`src/rtl/div_unit_if.sv`:
```
// +----------------------------------------------------------------------+
// | div_unit_if : EX-stage request/response bundle of the divider. Rev 1.0 |
// +----------------------------------------------------------------------+
`default_nettype none

interface div_unit_if #(
   parameter int XLEN = 32
);
   logic            start_i;
   logic [1:0]      op_i;
   logic [XLEN-1:0] dividend_i;
   logic [XLEN-1:0] divisor_i;
   logic            flush_i;
   logic            stall_req_o;
   logic            done_o;
   logic [XLEN-1:0] result_o;

   modport master (
      output start_i, op_i, dividend_i, divisor_i, flush_i,
      input  stall_req_o, done_o, result_o
   );

   modport slave (
      input  start_i, op_i, dividend_i, divisor_i, flush_i,
      output stall_req_o, done_o, result_o
   );
endinterface

`default_nettype wire

```
`src/rtl/div_unit.sv`:
```
// +----------------------------------------------------------------------+
// | div_unit : restoring radix-2 RV32M DIV/DIVU/REM/REMU. Rev 1.0          |
// +----------------------------------------------------------------------+
`default_nettype none

module div_unit #(
   parameter int XLEN = 32
) (
   input  wire logic      clk,
   input  wire logic      rst,
   div_unit_if.slave      bus
);
   localparam int CW = $clog2(XLEN);

   typedef enum logic [1:0] {
      IDLE = 2'd0,
      CALC = 2'd1,
      DONE = 2'd2
   } state_t;

   state_t          state;
   logic            sel_rem;
   logic            neg_q;
   logic            neg_r;
   logic [CW-1:0]   cnt;
   logic [XLEN-1:0] rem;
   logic [XLEN-1:0] quo;
   logic [XLEN-1:0] dvs;
   logic [XLEN-1:0] result;
   logic            done;

   logic            signed_op;
   logic            sa;
   logic            sb;
   logic [XLEN-1:0] abs_a;
   logic [XLEN-1:0] abs_b;
   logic            div_zero;
   logic            ovf;
   logic [XLEN:0]   shifted;
   logic [XLEN:0]   diff;
   logic            ge;
   logic [XLEN-1:0] rem_next;
   logic [XLEN-1:0] quo_next;
   logic [XLEN-1:0] q_fix;
   logic [XLEN-1:0] r_fix;

   assign signed_op = ~bus.op_i[0];
   assign sa        = signed_op & bus.dividend_i[XLEN-1];
   assign sb        = signed_op & bus.divisor_i[XLEN-1];
   assign abs_a     = sa ? (~bus.dividend_i + 1'b1) : bus.dividend_i;
   assign abs_b     = sb ? (~bus.divisor_i + 1'b1) : bus.divisor_i;
   assign div_zero  = (bus.divisor_i == '0);
   assign ovf       = signed_op && (bus.dividend_i == {1'b1, {(XLEN-1){1'b0}}})
                      && (bus.divisor_i == '1);

   // Partial remainder needs one extra bit: it can reach 2*divisor-1 before the compare.
   assign shifted   = {rem, quo[XLEN-1]};
   assign diff      = shifted - {1'b0, dvs};
   assign ge        = ~diff[XLEN];
   assign rem_next  = ge ? diff[XLEN-1:0] : shifted[XLEN-1:0];
   assign quo_next  = {quo[XLEN-2:0], ge};
   assign q_fix     = neg_q ? (~quo_next + 1'b1) : quo_next;
   assign r_fix     = neg_r ? (~rem_next + 1'b1) : rem_next;

   always_ff @(posedge clk) begin
      if (rst) begin
         state   <= IDLE;
         sel_rem <= 1'b0;
         neg_q   <= 1'b0;
         neg_r   <= 1'b0;
         cnt     <= '0;
         rem     <= '0;
         quo     <= '0;
         dvs     <= '0;
         result  <= '0;
         done    <= 1'b0;
      end else if (bus.flush_i) begin
         state <= IDLE;
         done  <= 1'b0;
      end else begin
         case (state)
            IDLE: begin
               done <= 1'b0;
               if (bus.start_i) begin
                  sel_rem <= bus.op_i[1];
                  if (div_zero) begin
                     result <= bus.op_i[1] ? bus.dividend_i : '1;
                     done   <= 1'b1;
                     state  <= DONE;
                  end else if (ovf) begin
                     result <= bus.op_i[1] ? '0 : {1'b1, {(XLEN-1){1'b0}}};
                     done   <= 1'b1;
                     state  <= DONE;
                  end else begin
                     quo   <= abs_a;
                     dvs   <= abs_b;
                     rem   <= '0;
                     cnt   <= CW'(XLEN-1);
                     neg_q <= sa ^ sb;
                     neg_r <= sa;
                     state <= CALC;
                  end
               end
            end
            CALC: begin
               rem <= rem_next;
               quo <= quo_next;
               cnt <= cnt - 1'b1;
               if (cnt == '0) begin
                  result <= sel_rem ? r_fix : q_fix;
                  done   <= 1'b1;
                  state  <= DONE;
               end
            end
            DONE: begin
               done  <= 1'b0;
               state <= IDLE;
            end
            default: begin
               done  <= 1'b0;
               state <= IDLE;
            end
         endcase
      end
   end

   // Stall drops in DONE so the instruction leaves EX in that same cycle.
   assign bus.stall_req_o = ((state == IDLE) && bus.start_i && !bus.flush_i) || (state == CALC);
   assign bus.done_o      = done;
   assign bus.result_o    = result;

endmodule

`default_nettype wire

```
`src/flat_wrapper.sv`:
```
// flat-port wrapper written by rule: the top's interface ports become plain ports
module div_unit_flat 
#(
   parameter int XLEN = 32
)
  (clk, rst, bus_start_i, bus_op_i, bus_dividend_i, bus_divisor_i, bus_flush_i, bus_stall_req_o, bus_done_o, bus_result_o);
  div_unit_if #(.XLEN(XLEN)) bus_i ();
  input  wire logic clk;
  input  wire logic rst;
  input wire logic [$bits(bus_i.start_i)-1:0] bus_start_i;
  input wire logic [$bits(bus_i.op_i)-1:0] bus_op_i;
  input wire logic [$bits(bus_i.dividend_i)-1:0] bus_dividend_i;
  input wire logic [$bits(bus_i.divisor_i)-1:0] bus_divisor_i;
  input wire logic [$bits(bus_i.flush_i)-1:0] bus_flush_i;
  output wire logic [$bits(bus_i.stall_req_o)-1:0] bus_stall_req_o;
  output wire logic [$bits(bus_i.done_o)-1:0] bus_done_o;
  output wire logic [$bits(bus_i.result_o)-1:0] bus_result_o;
  assign bus_i.start_i = bus_start_i;
  assign bus_i.op_i = bus_op_i;
  assign bus_i.dividend_i = bus_dividend_i;
  assign bus_i.divisor_i = bus_divisor_i;
  assign bus_i.flush_i = bus_flush_i;
  assign bus_stall_req_o = bus_i.stall_req_o;
  assign bus_done_o = bus_i.done_o;
  assign bus_result_o = bus_i.result_o;
  div_unit #(.XLEN(XLEN)) u_core (.clk(clk), .rst(rst), .bus(bus_i));
endmodule
```
`config.mk`:
```
export PLATFORM = sky130hd
export DESIGN_NAME = div_unit_flat
export DESIGN_NICKNAME = d
export VERILOG_FILES = /design/src/rtl/div_unit_if.sv /design/src/rtl/div_unit.sv /design/src/flat_wrapper.sv
export SDC_FILE = /design/constraint.sdc
export NUM_CORES = 1
export LEC_CHECK = 0
export ABC_AREA = 1
export BUFFER_PORTS_ARGS = -buffer_cell sky130_fd_sc_hd__clkbuf_2
export CAP_MARGIN = 25
export CORE_ASPECT_RATIO = 0.7
export CORE_MARGIN = 1.5
export CORE_UTILIZATION = 30
export DETAILED_ROUTE_END_ITERATION = 10
export HOLD_SLACK_MARGIN = 0.05
export PLACE_DENSITY = 0.42
export SLEW_MARGIN = 25
export SYNTH_ARGS = -nofsm -noshare
export SYNTH_HDL_FRONTEND = slang
export SYNTH_SLANG_ARGS = --single-unit
```
`constraint.sdc`:
```
create_clock -name clk -period 4.9 [get_ports clk]
set_clock_uncertainty 0.2 [all_clocks]
set_input_delay 0.49 -clock clk [delete_from_list [all_inputs] [get_ports clk]]
set_output_delay 0.49 -clock clk [all_outputs]
set_load 0.03 [all_outputs]
```
Word-level counts from Yosys, hierarchy flattened:

Cells that the tools add are included.

* input port bits: 70
* output and inout bits: 34
* word-level logic and storage cells: 87
* register bits: 139

* eq/ne operators: 8
* bitwise logic cells: 12
* add/subtract/negate cells: 6
* multiplexer cells: 35
* reduce and logical (&&, ||, !) cells: 16

Operator list (number)
* 32-bit 2-to-1 mux: 18
* 32-bit case mux with 2 select lines: 3
* 32-bit by 1-bit adder with 32-bit output, second input constant: 4
* 32-bit NOT: 4
* 32-bit == test, second input constant: 2
* 33-bit by 32-bit subtractor with 33-bit output: 1
* 32-bit logical NOT: 1
* 5-bit 2-to-1 mux: 3
* 5-bit AND reduction: 3
* 5-bit case mux with 2 select lines: 1
* 2-bit 2-to-1 mux: 4
* 2-bit inequality test, second input constant: 3
* 5-bit logical NOT: 1
* 1-bit NOT: 5
* 5-bit by 1-bit subtractor with 5-bit output, second input constant: 1
* 1-bit logical AND: 4
* 1-bit 2-to-1 mux: 4
* 2-bit case mux with 2 select lines: 1
* 3-bit by 1-bit inequality test with 1-bit output, second input constant: 1
* 3-bit AND reduction: 1
* 1-bit bitwise AND: 2
* 2-bit by 1-bit == test with 1-bit output, second input constant: 1
* 2-bit logical NOT: 1
* 2-bit by 1-bit inequality test with 1-bit output, second input constant: 1
* 7 further kinds: 7

Longest topological paths before layout:

Gate-level depths: netlist of the first run.

* depth in word-level cells: 8
* depth in mapped cells: 31
* mapped depth without buffers: 30

Worst setup path after synthesis of the first run:

No wires, ideal clock.

* kind: register to register
* start: register u_core.quo[31]
* end: register u_core.result[24], in the netlist u_core.bus.result_o[24]
* period minus slack after synthesis: 4058 ps
* setup time: 134 ps
* data required time: 4566 ps
* buffers on the path: 1
* stages on the path, launching flop included: 32
* slack: 842 ps
* arrival: 3724 ps
* path through: dfxtp_1 inv_1 ha_1 fa_1 inv_1 nand2_1 nand2_1 nand3_1 nand2_2 nand2_2 nand2_2 nand2_4 nand2_4 nand2_4 nand2_4 buf_2 ha_1 nand3_1 nor2_1 nand3_1 nor3_1 nand2_1 nor4_1 nand3_1 nand2_1 o21ai_0 o21ai_0 a21oi_1 nor2_1 nand2_1 nand2_1 a21oi_1

* cells in the longest elaborated chain, start to end: 8
* elaborated cells on any way between the ends: 12
* those cells by class: add/sub (3); mux (6); bitwise (3)

RTL lines
* start, declared: RTL line div_unit.sv:27 `logic [XLEN-1:0] quo;`
* start signal, assigned: RTL line div_unit.sv:95 `quo <= abs_a;`
* start signal, assigned: RTL line div_unit.sv:107 `quo <= quo_next;`
* 33-bit by 32-bit subtractor with 33-bit output: RTL line div_unit.sv:58 `assign diff = shifted - {1'b0, dvs};`
* 32-bit 2-to-1 mux / 1-bit NOT (equally long branches): RTL line div_unit.sv:60, div_unit.sv:59
* 32-bit NOT, on equally long branches: RTL line div_unit.sv:63, div_unit.sv:62
* 32-bit by 1-bit adder with 32-bit output, on equally long branches: RTL line div_unit.sv:63, div_unit.sv:62
* 32-bit 2-to-1 mux, on equally long branches: RTL line div_unit.sv:63, div_unit.sv:62
* 32-bit 2-to-1 mux *: RTL line div_unit.sv:110 `result <= sel_rem ? r_fix : q_fix;`
* 32-bit 2-to-1 mux *: RTL line div_unit.sv:109 `if (cnt == '0) begin`
* 32-bit case mux with 2 select lines *: RTL line div_unit.sv:81 `case (state)`
* end signal, assigned: RTL line div_unit.sv:87 `result <= bus.op_i[1] ? bus.dividend_i : '1;`
* end signal, assigned: RTL line div_unit.sv:91 `result <= bus.op_i[1] ? '0 : {1'b1, {(XLEN-1){1'b0}}};`
* end signal, assigned: RTL line div_unit.sv:110
* end, declared: RTL line div_unit.sv:29 `logic [XLEN-1:0] result;`

Mark *: on every way between the ends. The rest lies on a longest branch, timed or not. The select of a mux whose other input is x is not followed.
A chain may end at the register's enable or synchronous reset.

Worst setup path in the final report of the first run:

Same ends and word-level chain as after synthesis.

==> results of run 1 <==
worst max-delay path, delay by kind of cell (launching register included):
family                   cells  cell delay, ns
AO/OA/AOI/OAI                4            0.42
adder cells (fa/ha/maj)      3            0.80
buffers and inverters        3            0.30
flip-flops                   1            0.32
AND/OR/NAND/NOR             21            2.20
power groups by stage:
stage | Combinational (uW) | Sequential, uW | Clock [uW]
after detailed placement | 1050 | 1250 | 0
after global placement | 1060 | 1250 | 0
after floorplan | 688 | 1250 | 0
after global routing | 1200 | 1230 | 1390
after CTS | 1060 | 1230 | 1350
final | 1070 | 1230 | 1320
what timing repair did:
item,in CTS,in global routing
gates resized for setup,0,2
endpoints found under the setup margin,0,3
endpoints found under the hold margin,0,0
routing by layer:
metal / track usage [%] / wire, um
met1: 39.58 / 29770
met2: 34.52 / 21870
met3: 5.764 / 4541
met4: 6.213 / 941
met5: 0 / 34
metrics by stage:
stage                     utilization, %  setup slack [ns]  area (sq um)  hold WS (ns)
after CTS                          34.50            0.4024         14740       0.06259
after floorplan                        -            0.8421         13100        0.2353
after global placement             33.20            0.4277         14180        0.2508
after global routing               34.52           0.04032         14750       0.08288
final                              34.53            0.4956         14750       0.08265
after detailed placement           33.20            0.3706         14180        0.2565
logic make-up (layout without fill, tap and decap cells):
family	Yosys count	after routing	synth area share, %
simple gates	1258	1258	40.77
compound gates	450	450	18.20
buf+inv	413	489	12.49
flops	139	139	21.25
xor+xnor	51	51	3.411
fa+ha+maj	40	40	3.879
other cells	0	2	0
placed cells by master (no fill, tap or decap), types with 7 or more instances in the layout:
cell type and count:
nor4_1 9, nand3_1 163, nand2_1 735, a31oi_1 20
xnor2_1 12, dfxtp_1 138, a21oi_1 211, inv_1 314
ha_1 39, inv_6 8, nand4_1 28, clkbuf_2 103
nor2_2 7, o211ai_1 8, xor2_1 39, inv_2 8
clkbuf_16 17, nor2_1 222, nor3_1 27, nand3b_1 8
buf_4 30, nand2_2 25, o21ai_0 181
path summary, 6_finish.rpt:
check / from / to / slack, ns / cells after the start
setup / recovery: u_core.quo[31] / u_core.bus.result_o[24] / 0.50 / 31
setup reg to reg: u_core.quo[31] / u_core.bus.result_o[24] / 0.50 / 31
hold / removal: bus_start_i / u_core.state[0] / 0.08 / 3
hold reg to reg: u_core.bus.result_o[13] / u_core.bus.result_o[13] / 0.27 / 2
sequential cells by signal (all words and copies together) (netlist names), 2 cells and up:
register	count
u_core.bus.result_o	32
u_core.cnt	5
u_core.dvs	32
u_core.quo	32
u_core.rem	32
u_core.state	2
cell type report:
class | instances | area [sq um] | area share, %
Antenna cell | 2 | 5.005 | 0.03392
Clock buffer | 17 | 425.4 | 2.884
Clock inverter | 15 | 128.9 | 0.8736
Inverter | 323 | 1212 | 8.218
Multi-Input combinational cell | 1799 | 8705 | 59.00
Sequential cell | 139 | 2784 | 18.87
Tap cell | 585 | 732.0 | 4.961
Timing Repair Buffer | 134 | 760.7 | 5.156
==> impl_metrics.json, run 1 <==
{
  "status": "finished, final reports clean",
  "grt_pass1_wl_mm": 85.44,
  "clk_latency_ns": 0.48,
  "synth.most_common_cell": "nand2_1",
  "maxCapViolations": 0,
  "rsz0062_at_grt": "no",
  "wl_per_cell_um": 18.96,
  "arrival_ns": 4.52,
  "worst_pin_slew_ns": 1.018,
  "swShare_pct": 40.54,
  "total_power_uw": 3624,
  "yosysWarnings": 0,
  "gp_congestion": 0.9088,
  "clkPwrFrac_pct": 36.4,
  "p_int_uw": 2155,
  "synth.area.top_cells": "dfxtp_1, nand2_1, inv_1",
  "postRouteAntennaNets": 0,
  "avgViaCountPerCell": 5.070,
  "synth_top_cells_by_count": "nand2_1, inv_1, nor2_1, a21oi_1, o21ai_0",
  "clock.fmax_ghz": 0.2270,
  "final_nets": 2524,
  "cpPeakStageDelay_ns": 0.41,
  "fp.dieW_um": 252.7,
  "nFillCells": 4959,
  "synth_top_cell_by_area": "dfxtp_1",
  "grt_max_degree": 71,
  "min_period_ns": 4.404,
  "core_sq_um": 42720,
  "max-slew-margin-rel_pct": 31.42,
  "cts_buffer_depth": 2,
  "synthToLayoutAreaGrowth_pct": 12.66,
  "cp-start-kind": "flop",
  "finalNonFillerCells": 3014,
  "die_y_um": 177.8,
  "hold_viol": 0,
  "finalCritPeriodShare_pct": 89.89,
  "cp_data_required_time_ns": 5.02,
  "first_global_vias": 13980,
  "cts-root-buf": "clkbuf_16",
  "syn-cell-area_sq_um": 13100,
  "worst_path_most_repeated_cell": "nand2_1",
  "switchingPower_uw": 1469,
  "dieArea_sq_um": 44930,
  "cts_hold_buffers": 0,
  "cts.htree.levels": 4,
  "cp_max_fo": 4,
  "async_flop_share_pct": 0,
  "hp-class": "in2reg",
  "pwr-share-comb_pct": 29.6,
  "antenna_found_initial": 6,
  "dp.cells": 2980,
  "fin_setup_tns_ns": 0,
  "synthFlopType": "dfxtp_1",
  "drc": 0,
  "io_buffers": 103,
  "start_util_pct": 30.65,
  "ir_drop_mv": 0.2631,
  "crit_path_end_kind": "flop",
  "row_count": 63,
  "synth_edf_count": 0,
  "dr.pass1.iters": 9,
  "synth_seq_cells": 139,
  "yosysSeqAreaShare_pct": 21.25,
  "wl_mm": 57.16,
  "numCtsBuffers": 17,
  "setup_viol": 0,
  "p_per_area_nw_per_um2": 245.6,
  "vias": 15280,
  "track_usage_pct": 25.55,
  "syn_area_per_cell_sq_um": 5.570,
  "synth.distinct_cells": 51,
  "synth_top_area_share_pct": 21.25,
  "path_clk_slew_ns": 0.07,
  "drtIter0Drc": 1412,
  "crit_slowest_cell": "fa_1",
  "finalMaxSlewViolations": 0,
  "syn_inst": 2351,
  "dp_hpwl_mm": 44.90,
  "cts_tree": "yes",
  "drive_above_1_share_pct": 9.971,
  "overflow": 0,
  "postCtsSetupRepairBufs": 0,
  "p_leak_uw": 0.007390,
  "power_frac_seq_pct": 33.9,
  "critPathKind": "reg2reg",
  "io_pins": 104,
  "syn_nets": 2461,
  "clock-sinks": 139
}
Note: power is estimated with default switching activity, not from simulation.
==> inputs of run 2 (changes only) <==
--- a/config.mk
+++ b/config.mk
@@ -6,7 +6,7 @@
 export NUM_CORES = 1
 export LEC_CHECK = 0
 export ABC_AREA = 1
-export BUFFER_PORTS_ARGS = -buffer_cell sky130_fd_sc_hd__clkbuf_2
+export BUFFER_PORTS_ARGS = -buffer_cell sky130_fd_sc_hd__buf_2
 export CAP_MARGIN = 25
 export CORE_ASPECT_RATIO = 0.7
 export CORE_MARGIN = 1.5
==> run 2 against run 1 <==
Net effect: total power rose by 4.2%; final cell count barely moved; clock power rose by 11%; critical path depth did not move; register-to-register slack got worse by 0.04 ns; clock-buffer cell count did not move; sequential share of layout area fell by 0.12 points; largest power group unchanged; via count fell by 0.27%; largest cell class unchanged.
==> impl_metrics.json, run 2 (synthesis gave the netlist of run 1 again) <==
{
  "drc": 0,
  "cts-root-buf": "clkbuf_16",
  "maxCapViolations": 0,
  "die_y_um": 177.8,
  "cts.htree.levels": 4,
  "dr.pass1.iters": 8,
  "grt_pass1_wl_mm": 85.73,
  "ir_drop_mv": 0.2762,
  "p_leak_uw": 0.007445,
  "finish.utilization_pct": 34.74,
  "clock-sinks": 139,
  "antenna_found_initial": 4,
  "dp_hpwl_mm": 45.00,
  "avgViaCountPerCell": 5.059,
  "switchingPower_uw": 1459,
  "swShare_pct": 38.65,
  "path_clk_slew_ns": 0.07,
  "cts_hold_buffers": 0,
  "finalMaxSlewViolations": 0,
  "first_global_vias": 13550,
  "cpPeakStageDelay_ns": 0.41,
  "fp.dieW_um": 252.7,
  "finalNonFillerCells": 3012,
  "final_common_cell": "nand2_1",
  "cp-start-kind": "flop",
  "p_per_area_nw_per_um2": 254.3,
  "power_frac_seq_pct": 32.7,
  "finalInstanceArea_sq_um": 14840,
  "gp_congestion": 0.9272,
  "arrival_ns": 4.56,
  "worst_pin_slew_ns": 1.193,
  "place_area_sq_um": 14180,
  "fin_setup_tns_ns": 0,
  "overflow": 0,
  "pwr-share-comb_pct": 28.3,
  "synthToLayoutAreaGrowth_pct": 13.36,
  "cp_data_required_time_ns": 5.01,
  "row_count": 63,
  "max-slew-margin-rel_pct": 19.60,
  "holdWs_ns": 0.1006,
  "final_cell_mix": "nand2_1, inv_1, nor2_1",
  "numCtsBuffers": 17,
  "dp.cells": 2978,
  "hold_viol": 0,
  "clk_latency_ns": 0.47,
  "min_period_ns": 4.448,
  "critPathKind": "reg2reg",
  "finalCritPeriodShare_pct": 90.77,
  "worst_path_most_repeated_cell": "nand2_1",
  "cts_tree": "yes",
  "final_nets": 2523,
  "core_sq_um": 42720,
  "path_buf_inv": 3,
  "postCtsSetupRepairBufs": 0,
  "start_util_pct": 30.65,
  "dieArea_sq_um": 44930,
  "vias": 15240,
  "drtIter0Drc": 1268,
  "clock.fmax_ghz": 0.2248,
  "cp_top_family": "simple AND/OR/NAND/NOR gates",
  "setup_viol": 0,
  "status": "finished, final reports clean",
  "crit_slowest_cell": "fa_1",
  "grt_max_degree": 71,
  "drive_above_1_share_pct": 9.893,
  "io_pins": 104,
  "postRouteAntennaNets": 0,
  "hp-class": "in2reg",
  "io_buffers": 103,
  "clkPwrFrac_pct": 39.0,
  "cts_buffer_depth": 2,
  "track_usage_pct": 25.69,
  "crit_path_end_kind": "flop",
  "wl_per_cell_um": 19.03,
  "cp_max_fo": 4,
  "wl_mm": 57.32,
  "p_int_uw": 2316
}
[run 2: area by class of cell]
| class | count | area, sq um |
|---|---|---|
| repair buffers | 133 | 785.8 |
| flip-flops and latches | 139 | 2784 |
| well taps | 585 | 732.0 |
| diodes | 1 | 2.502 |
| fillers | 4932 | 27880 |
| multi-input cells | 1799 | 8701 |
| clock buffers | 17 | 425.4 |
| inverters | 323 | 1212 |
| clock inverters | 15 | 201.4 |
[run 2: power groups by stage]
stage               Clock, uW  Combinational (uW)  Sequential (uW)
floorplan                   0                 688             1250
global placement            0                1050             1260
detailed placement          0                1040             1260
CTS                      1510                1050             1230
global route             1560                1190             1240
finish                   1470                1070             1240
[run 2: repair_timing]
action,in CTS,in global routing
hold endpoints to repair,0,0
setup endpoints to repair,0,2
resized for setup,0,1
[run 2: final timing paths]
kind / cells past startpoint / endpoint / slack (ns) / from
setup reg to reg: 31 / u_core.bus.result_o[24] / 0.45 / u_core.quo[31]
hold / removal: 3 / u_core.state[0] / 0.10 / bus_start_i
setup / recovery: 31 / u_core.bus.result_o[24] / 0.45 / u_core.quo[31]
hold reg to reg: 2 / u_core.bus.result_o[29] / 0.26 / u_core.bus.result_o[29]
[run 2: worst reg2reg max path: cells and delay by family (launching register included)]
kind	cells	cell delay (ns)
DFF	1	0.33
adders and majority gates	3	0.81
AOI/OAI and AO/OA	4	0.42
buffers and inverters	3	0.32
and+or+nand+nor	21	2.24
[run 2: metrics by stage]
step                      setup slack [ns]  total power (uW)
after floorplan                     0.8421              1934
after global placement              0.4930              2309
after detailed placement            0.4239              2304
after CTS                           0.3991              3792
after global routing             -0.007076              3990
final                               0.4523              3775
[run 2: metal layers]
| metal | part of all wire, % | vias to the layer above | global-route usage (%) |
|---|---|---|---|
| li1 | - | 7665 | - |
| met1 | 54 | 7040 | 41.27 |
| met2 | 38 | 485 | 33.89 |
| met3 | 6.4 | 49 | 3.945 |
| met4 | 2.0 | 0 | 7.086 |
| met5 | 0 | - | 0 |
==> inputs of run 3 (changes only) <==
--- a/config.mk
+++ b/config.mk
@@ -5,7 +5,6 @@
 export SDC_FILE = /design/constraint.sdc
 export NUM_CORES = 1
 export LEC_CHECK = 0
-export ABC_AREA = 1
 export BUFFER_PORTS_ARGS = -buffer_cell sky130_fd_sc_hd__buf_2
 export CAP_MARGIN = 25
 export CORE_ASPECT_RATIO = 0.7
@@ -13,7 +12,7 @@
 export CORE_UTILIZATION = 30
 export DETAILED_ROUTE_END_ITERATION = 10
 export HOLD_SLACK_MARGIN = 0.05
-export PLACE_DENSITY = 0.42
+export PLACE_DENSITY = 0.48
 export SLEW_MARGIN = 25
 export SYNTH_ARGS = -nofsm -noshare
 export SYNTH_HDL_FRONTEND = slang
==> run 3 against run 2 <==
Net effect: global-route usage decreased by 3.4 points; hold slack improved by 0.065 ns; total power decreased by 7.1%; design area decreased by 7.6%; routed wire length decreased by 19%; fmax decreased by 4.0%; sequential cell count unchanged; combinational power decreased by 11%; clock power decreased by 10%.
==> impl_metrics.json, run 3 <==
{
  "status": "finished, final reports clean",
  "wl_mm": 46.44,
  "drc": 0,
  "finalMaxSlewViolations": 0,
  "crit_slowest_cell": "a2111oi_2",
  "synthToLayoutAreaGrowth_pct": 14.25,
  "synth.most_common_cell": "nor2_1",
  "syn-cell-area_sq_um": 12000,
  "start_util_pct": 30.35,
  "dr_wl_met3_mm": 2.850,
  "syn_area_per_cell_sq_um": 7.299,
  "io_pins": 104,
  "synth_top_area_share_pct": 23.19,
  "synth_top_cells_by_count": "nor2_1, dfxtp_1, a21oi_1, nand2_1, o21ai_0",
  "gp_congestion": 0.9159,
  "dr.max_layer_used": "met4",
  "fin_setup_tns_ns": 0,
  "cpPeakStageDelay_ns": 0.52,
  "syn_nets": 1754,
  "overflow": 0,
  "critPathKind": "reg2reg",
  "dieArea_sq_um": 41220,
  "synth_seq_cells": 139,
  "cts.htree.levels": 4,
  "synth.area.top_cells": "dfxtp_1, nor2_1, a21oi_1",
  "clock-sinks": 139,
  "path_buf_inv": 4,
  "ir_drop_mv": 0.2540,
  "path_cells": "inv_1 -> ha_1 -> fa_2 -> nor2b_4 -> o31ai_4 -> buf_4 -> buf_4 -> a2111oi_2 -> nor4_1 -> a2bb2oi_1 -> nor4_2 -> a31oi_1 -> o41ai_1 -> xnor2_1 -> a221oi_1 -> buf_4 -> nor3_1",
  "p_leak_uw": 0.005169,
  "place_area_sq_um": 13050,
  "p_per_area_nw_per_um2": 255.6,
  "synth.distinct_cells": 99,
  "hold_viol": 0,
  "track_usage_pct": 22.28,
  "min_period_ns": 4.633,
  "io_buffers": 103,
  "preCtsSetupSlack_ns": 0.2103,
  "synthFlopType": "dfxtp_1",
  "syn_inst": 1644,
  "cp_max_fo": 8,
  "core_sq_um": 39540,
  "synth_xor_area_share_pct": 9.708,
  "synth_top_family_by_area": "compound AO/OA/AOI/OAI gates",
  "synthAdderAreaFrac_pct": 4.234,
  "cp-start-kind": "flop",
  "max-slew-margin-rel_pct": 29.16,
  "cts_buffer_depth": 2,
  "worstReg2RegEnd": "u_core.bus.result_o[21]",
  "fin_ws_ns": 0.2667,
  "wl_met1_mm": 24.53,
  "async_flop_share_pct": 0,
  "synth_top_cell_by_area": "dfxtp_1",
  "cts_tree": "yes",
  "clk_latency_ns": 0.46,
  "finalInstanceArea_sq_um": 13710,
  "drtIter0Drc": 1310,
  "final_cell_mix": "nor2_1, dfxtp_1, a21oi_1",
  "fp.dieW_um": 242.0,
  "min_from": "bus_divisor_i[30]",
  "holdWs_ns": 0.1652,
  "drive_above_1_share_pct": 14.72,
  "hold_depth": 3,
  "path_clk_slew_ns": 0.06,
  "numCtsBuffers": 17,
  "rsz0062_at_grt": "no",
  "wl_per_cell_um": 20.60,
  "grt_pass1_wl_mm": 70.95,
  "reg2regPathDepth": 17,
  "synth-simple-area-share_pct": 23.84,
  "cp_data_required_time_ns": 5.04,
  "final_common_cell": "nor2_1",
  "dr_wl_met2_mm": 18.34,
  "crit_path_end_kind": "flop",
  "timing.rr.start": "u_core.quo[31]",
  "postRouteAntennaNets": 0,
  "die_y_um": 170.3,
  "finish.utilization_pct": 34.68,
  "arrival_ns": 4.77,
  "regToRegSetupSlack_ns": 0.27,
  "antenna_found_initial": 0,
  "finalCritPeriodShare_pct": 94.56,
  "synth_compound_area_share_pct": 30.67,
  "synth.area.mux_share_pct": 2.607,
  "row_count": 61,
  "dr.pass1.iters": 6,
  "first_global_vias": 11530,
  "yosysSeqAreaShare_pct": 23.19,
  "grt_max_degree": 70,
  "worst_path_most_repeated_cell": "buf_4",
  "vias": 12810,
  "clock.fmax_ghz": 0.2158,
  "dp_hpwl_mm": 36.11,
  "yosysWarnings": 0,
  "n_antenna_cell": 0,
  "hold_end": "u_core.dvs[30]",
  "cts-root-buf": "clkbuf_16",
  "avgViaCountPerCell": 5.683,
  "synth_edf_count": 0,
  "worst_pin_slew_ns": 1.056,
  "cp_top_family": "compound AO/OA/AOI/OAI gates",
  "hp-class": "in2reg",
  "final_nets": 1816,
  "maxCapViolations": 0,
  "setup_viol": 0
}
-- run 3: cell count changes in the layout (fill, tap and decap cells not counted), moves of 24 or more --
cell      change
nand2_1     -612
inv_1       -257
nand3_1     -141
a21oi_1      -79
o21ai_0      -73
xnor2_1      +64
a211oi_1     +62
nor2_1       +31
o31ai_1      +31
nand2_2      -24
o211ai_1     +24
-- run 3: cell families after synthesis --
family                     after synthesis
AOI/OAI and AO/OA                      542
xor gates and xnor gates               133
adders and majority gates               40
buffers and inverters                  161
DFF                                    139
muxes                                   30
and+or+nand+nor                        599
-- run 3: worst max-delay path by stage --
stage                               from                       to  slack, ns  depth (start not counted)
after floorplan           u_core.quo[31]  u_core.bus.result_o[18]       0.24                         23
after global placement    u_core.dvs[17]  u_core.bus.result_o[16]       0.33                         22
after detailed placement  u_core.rem[18]  u_core.bus.result_o[18]       0.21                         19
after CTS                 u_core.rem[18]  u_core.bus.result_o[18]       0.21                         19
after global routing      u_core.rem[18]  u_core.bus.result_o[18]      0.008                         21
final                     u_core.quo[31]  u_core.bus.result_o[21]       0.27                         17
-- run 3: metal layers --
layer / up-vias / track usage (%)
met5: - / 0
met4: 0 / 5.299
met3: 35 / 3.738
met2: 437 / 30.86
met1: 6206 / 34.75
li1: 6132 / -
-- run 3: timing repair --
action	4_1_cts	5_1_grt
setup endpoints to repair	0	9
resized for setup	0	13
hold buffers	0	0
buffers inserted	0	6
-- run 3: tightest hold or removal path, stage by stage --
cell	delay (ns)
buf_2	0.11
xnor2_1	0.11
a211oi_1	0.06
-- run 3: per-stage QoR --
stage	total power [uW]	cells
2_1_floorplan	1867	1644
3_3_place_gp	2170	2216
3_5_place_dp	2174	2216
4_1_cts	3493	2248
5_1_grt	3669	2254
6_report	3505	2254
-- run 3: final cells by class --
type | count | area (sq um)
fillers | 4346 | 25830
inverters | 59 | 224.0
clock inverters | 10 | 90.09
flip-flops and latches | 139 | 2784
multi-input cells | 1344 | 8600
repair buffers | 145 | 858.3
well taps | 535 | 669.4
clock buffers | 22 | 484.2
-- run 3: report_power, final --
part           total [uW]  switching (uW)  internal [uW]
clock network        1320             569            750
registers            1230            53.0           1180
logic                 953             624            329
